$ cat config.mk
export PLATFORM = sky130hd
export DESIGN_NAME = mem_arbiter
export DESIGN_NICKNAME = d
export VERILOG_FILES = /design/src/rtl/mem_arb_pkg.sv /design/src/rtl/mem_arb_pick.sv /design/src/rtl/mem_arbiter.sv
export SDC_FILE = /design/constraint.sdc
export NUM_CORES = 1
export LEC_CHECK = 0
export ABC_AREA = 1
export CORE_AREA = 2 2 284 286
export CTS_CLUSTER_DIAMETER = 60
export DETAILED_ROUTE_END_ITERATION = 10
export DIE_AREA = 0 0 286 288
export HOLD_SLACK_MARGIN = 0.1
export MAX_ROUTING_LAYER = met4
export SETUP_SLACK_MARGIN = 0.4
export SYNTH_ARGS = -nofsm -noshare
export SYNTH_HDL_FRONTEND = slang
export SYNTH_SLANG_ARGS = --single-unit
$ cat constraint.sdc
create_clock -name clk -period 15.15 [get_ports clk]
set_input_delay 4.545 -clock clk [delete_from_list [all_inputs] [get_ports clk]]
set_output_delay 4.545 -clock clk [all_outputs]
set_load 0.02 [all_outputs]
$ cat src/rtl/mem_arb_pkg.sv
// Shared definitions for the cache-to-memory arbiter: state encoding,
// default bus widths and the grant identifiers used by the selector.
// Optional feature macro: MEM_ARB_RR_EN (round-robin tie break).
package mem_arb_pkg;

    parameter int MEM_ARB_ADDR_W = 28;
    parameter int MEM_ARB_DATA_W = 128;

    // Grant identifiers shared by the selector and the top level
    localparam logic GNT_I = 1'b0;
    localparam logic GNT_D = 1'b1;

    typedef enum logic [1:0] {
        IDLE   = 2'd0,
        BUSY_D = 2'd1,
        BUSY_I = 2'd2,
        DRAIN  = 2'd3
    } arb_state_t;

endpackage

$ cat src/rtl/mem_arb_pick.sv
// Two-requester grant selector. D-cache beats I-cache by default; with
// MEM_ARB_RR_EN defined a tie goes to whichever cache was not granted last.
module mem_arb_pick
    import mem_arb_pkg::*;
(
`ifdef MEM_ARB_RR_EN
    input  logic last_gnt,
`endif
    input  logic req_d,
    input  logic req_i,
    output logic valid,
    output logic gnt
);

    // Choose a grant ID from the current requests (and last grant when enabled)
    always_comb begin
        valid = req_d | req_i;
        gnt   = GNT_D;
        if (req_d && req_i) begin
`ifdef MEM_ARB_RR_EN
            gnt = (last_gnt == GNT_D) ? GNT_I : GNT_D;
`else
            gnt = GNT_D;
`endif
        end else if (req_i) begin
            gnt = GNT_I;
        end
    end

endmodule

$ cat src/rtl/mem_arbiter.sv
// Arbiter between the I-cache and D-cache miss interfaces and the single
// shared block-wide memory port. One transfer at a time, followed by a
// one-cycle DRAIN that swallows the served cache's stale request tail.
// Optional feature macro: MEM_ARB_RR_EN (round-robin tie break).
module mem_arbiter
    import mem_arb_pkg::*;
#(
    parameter int ADDR_W = MEM_ARB_ADDR_W,
    parameter int DATA_W = MEM_ARB_DATA_W
) (
    input  logic              clk,
    input  logic              proc_reset,
    input  logic              i_read,
    input  logic [ADDR_W-1:0] i_addr,
    output logic [DATA_W-1:0] i_rdata,
    output logic              i_ready,
    input  logic              d_read,
    input  logic              d_write,
    input  logic [ADDR_W-1:0] d_addr,
    input  logic [DATA_W-1:0] d_wdata,
    output logic [DATA_W-1:0] d_rdata,
    output logic              d_ready,
    output logic              mem_read,
    output logic              mem_write,
    output logic [ADDR_W-1:0] mem_addr,
    output logic [DATA_W-1:0] mem_wdata,
    input  logic [DATA_W-1:0] mem_rdata,
    input  logic              mem_ready
);

    arb_state_t state;
    arb_state_t next_state;
    logic       d_pend;
    logic       i_pend;
    logic       any_pend;
    logic       gnt_id;
    logic       grant;

    assign d_pend   = d_read | d_write;
    assign i_pend   = i_read;
    assign grant    = (state == IDLE) && any_pend;

    // Read data goes to both caches; only the granted ready qualifies it
    assign i_rdata  = mem_rdata;
    assign d_rdata  = mem_rdata;

`ifdef MEM_ARB_RR_EN
    logic last_gnt;

    // Remember who was granted most recently so ties alternate
    always_ff @(posedge clk or posedge proc_reset) begin
        if (proc_reset) begin
            last_gnt <= GNT_I;
        end else if (grant) begin
            last_gnt <= gnt_id;
        end
    end
`endif

    mem_arb_pick u_pick (
`ifdef MEM_ARB_RR_EN
        .last_gnt (last_gnt),
`endif
        .req_d    (d_pend),
        .req_i    (i_pend),
        .valid    (any_pend),
        .gnt      (gnt_id)
    );

    // State register
    always_ff @(posedge clk or posedge proc_reset) begin
        if (proc_reset) begin
            state <= IDLE;
        end else begin
            state <= next_state;
        end
    end

    // Next-state logic and routing of mem_ready to the granted cache only
    always_comb begin
        next_state = state;
        i_ready    = 1'b0;
        d_ready    = 1'b0;
        case (state)
            IDLE: begin
                if (any_pend) begin
                    next_state = (gnt_id == GNT_D) ? BUSY_D : BUSY_I;
                end
            end
            BUSY_D: begin
                if (mem_ready) begin
                    d_ready    = 1'b1;
                    next_state = DRAIN;
                end
            end
            BUSY_I: begin
                if (mem_ready) begin
                    i_ready    = 1'b1;
                    next_state = DRAIN;
                end
            end
            DRAIN: begin
                next_state = IDLE;
            end
            default: begin
                next_state = IDLE;
            end
        endcase
    end

    // Memory-side outputs: captured on the grant edge, held while busy,
    // strobes cleared on the edge that ends the transfer
    always_ff @(posedge clk or posedge proc_reset) begin
        if (proc_reset) begin
            mem_read  <= 1'b0;
            mem_write <= 1'b0;
            mem_addr  <= '0;
            mem_wdata <= '0;
        end else begin
            case (state)
                IDLE: begin
                    if (any_pend) begin
                        if (gnt_id == GNT_D) begin
                            mem_addr  <= d_addr;
                            mem_write <= d_write;
                            mem_read  <= ~d_write;
                            if (d_write) begin
                                mem_wdata <= d_wdata;
                            end
                        end else begin
                            mem_addr  <= i_addr;
                            mem_write <= 1'b0;
                            mem_read  <= 1'b1;
                        end
                    end
                end
                BUSY_D, BUSY_I: begin
                    if (mem_ready) begin
                        mem_read  <= 1'b0;
                        mem_write <= 1'b0;
                    end
                end
                default: begin
                    mem_read  <= 1'b0;
                    mem_write <= 1'b0;
                end
            endcase
        end
    end

endmodule

==> summary.txt <==
Clocking
  – TritonCTS buffer count: 17
  – Sink Count: 160
  – Post-CTS Resized: 0
  – CTS tree: yes
  – CTS clk-pin slew, worst paths: roughly 0.060 ns
  – CTS max path bufs: 2
  – Htree depth: 4
  – Hold buffer count at CTS: 0
  – Clk Latency, worst-skew pair: around 0.49 ns
  – Post-CTS setup buffers: 0
  – Clock root buffer: clkbuf_16

STA
  – RSZ-0062 raised after global routing: no
  – Final Hold Fails: 0
  – # setup viols final: 0
  – Clk_skew: about 0.014 ns
  – Final critical-path required period: 10.34 ns
  – Period utilization: 68.2%
  – Max Transition Viols Final: 0
  – Max Clk Rate: a little under 100 MHz
  – Normalized max-slew margin: around 21%
  – Fin Setup TNS: 0 ns
  – Worst slew pin tran: ~1.2 ns

Worst setup path
  – CP top delay family: buffers and inverters
  – Worst path buffer plus inverter count: 3
  – Worst Path Max Fanout: 3
  – Worst path slowest cell: clkdlybuf4s50_1
  – Crit-path cells: clkdlybuf4s50_1, nand2_1, inv_1, clkdlybuf4s50_1
  – Crit Path Class: primary input to output pin
  – CP arrival: between 5 and 6 ns
  – Critical path required time: ~11 ns
  – Critical Path Sink Type: output pin
  – Critical path's largest stage delay: roughly 0.60 ns
  – Critical Path Start Type: primary input
  – Worst path most repeated cell: clkdlybuf4s50_1

Logic synthesis
  – Most used DFF post-synth: dfrtp_1
  – Commonest cells in the netlist: 259 x buf_4, 162 x nand2_1, 160 x dfrtp_1
  – Synth Warn #: 0
  – Net Count, Synth: approximately 1,100
  – Number of synthesized flops with an enable pin: 0
  – Seq/Total Area, Yosys: 47.4%
  – Flops & latches, synth: 160
  – Cells after synthesis: approximately 800
  – Synth area leader: dfrtp_1
  – Synth area leaders: dfrtp_1 47%, buf_4 23%, mux2_1 15%
  – Count leader, synth: buf_4
  – Synth Cell Area: approximately 8400 um^2
  – Top-area cell type share of the netlist area: between 40% and 50%
  – Mean Syn Cell Area: roughly 11 um^2
  – Async S/R FF share, synth: 100%
  – Synth cell types: 16

Global routing
  – Initial antenna violation count: 1
  – Pin count of the biggest net entering global routing: 69
  – GRT Overall Usage: between 5 and 6%
  – Overflow after GRT: 0
  – Vias in the first global route: about 6,000
  – First-pass GRT wire length: between 30 and 40 mm

Cells and area
  – Synth-to-layout area growth: 39.2%
  – Share of layout cells above drive strength 1: between 6 and 7%
  – Final #Nets: around 1,200
  – FILL cells: between 8,000 and 9,000
  – FF+latch area: 4000 um^2
  – Finished Core Util: about 15%
  – Multi-input gate area: roughly 2300 um^2

Placement
  – Port Buffers: between 300 and 400
  – Final GP Congestion: 0.797
  – DP HPWL: 18.0 mm

Detailed routing
  – Final ANT Viol Nets: 0
  – Vias: between 5,000 and 6,000
  – First-pass DRT Iterations: 4
  – DRC viols: 0
  – Via density: 2.85
  – DRT iter0 DRCs: around 100
  – Final WL: ~24 mm
  – WL/cell: between 10 and 15 um

Status
  – Status: finished, final reports clean

Die
  – Initial Util: 10.6%
  – DIE AREA: slightly above 80,000 um^2
  – I/O pins: 734
  – Die H: around 290 um
  – Row count: approximately 100
  – Core Region: approximately 80,000 um^2
  – Die Wd: between 200 and 300 um

Power
  – Power Dens Cells: 197 nW/um^2
  – Max VDD drop: 106 uV
  – Leakage: roughly 4.7 nW

Worst hold path
  – Worst hold path type: flip-flop to flip-flop

Job
  – Max-cap violations: 0
==> through the flow <==
stage	area (um^2)	total power [mW]	cells	hold slack [ns]	setup slack, ns
final	11800	2.32	1944	0.477	4.81
after global routing	11700	2.47	1943	0.505	4.79
after CTS	11700	2.37	1943	0.483	4.82
after detailed placement	11200	1.91	1911	0.465	4.83
after global placement	11200	1.89	1911	0.461	4.83
after floorplan	8440	1.43	782	0.474	5.89
==> power by group <==
group / total (mW) / internal, mW / switching [mW]
Clock: 0.432 / 0.233 / 0.199
Sequential: 0.762 / 0.646 / 0.116
Combinational: 1.13 / 0.564 / 0.562
==> area by class of cell <==
class / count / share of cell area, %
Tap cell: 1060 / 11.3
Multi-Input combinational cell: 327 / 19.3
Inverter: 10 / 0.362
Clock buffer: 19 / 3.77
Clock inverter: 13 / 1.10
Sequential cell: 160 / 34.1
Timing Repair Buffer: 354 / 30.0
Antenna cell: 1 / 0.0213
==> worst register-to-register path, cell delays in order (launching register included) <==
cell and delay (ns):
dfrtp_1 0.38, inv_1 0.09, ha_1 0.26, nand2_4 0.06, buf_4 0.72, buf_4 0.87
mux2_1 0.44
==> routing by layer <==
layer / wire [um] / global-route usage (%)
met1: 7670 / 4.93
met2: 10100 / 8.34
met3: 3800 / 4.39
met4: 1960 / 5.82
met5: 0 / -
==> path summary, 6_finish.rpt <==
path | end | cells past startpoint | start | slack [ns]
min in group asynchronous | mem_wdata[42]$_DFFE_PP0P_ | 2 | proc_reset | 4.43
max | d_ready | 4 | mem_ready | 4.81
max in group asynchronous | mem_addr[3]$_DFFE_PP0P_ | 3 | proc_reset | 9.50
min reg2reg | mem_addr[17]$_DFFE_PP0P_ | 2 | mem_addr[17]$_DFFE_PP0P_ | 0.48
min | mem_addr[17]$_DFFE_PP0P_ | 2 | mem_addr[17]$_DFFE_PP0P_ | 0.48
max reg2reg | mem_wdata[72]$_DFFE_PP0P_ | 6 | state[0]$_DFFE_PP0P_ | 12.20
==> sequential cells by signal, indices dropped and copies added (netlist names) <==
signal,count
mem_addr,28
mem_read,1
state,2
mem_wdata,128
mem_write,1
==> cells by family (layout without fill, tap and decap cells) <==
group	Yosys count	count (layout)	share of synthesized area, %
DFF	160	160	47.4
and+or+nand+nor	193	193	9.05
adders and majority gates	4	4	0.593
muxes	128	128	17.1
buffers and inverters	295	396	25.8
AOI/OAI and AO/OA	2	2	0.118
other	0	1	0
==> cells in the final DEF, fill, tap and decap left out, drive strengths merged <==
| cell | count |
|---|---|
| a21oi | 1 |
| buf | 5 |
| bufinv | 1 |
| clkbuf | 19 |
| clkdlybuf4s50 | 349 |
| clkinv | 4 |
| clkinvlp | 3 |
| dfrtp | 160 |
| diode | 1 |
| ha | 4 |
| inv | 15 |
| mux2 | 128 |
| nand2 | 162 |
| nand3 | 30 |
| nor2 | 1 |
| o21ai | 1 |
Power figures use the tool's default switching activity.
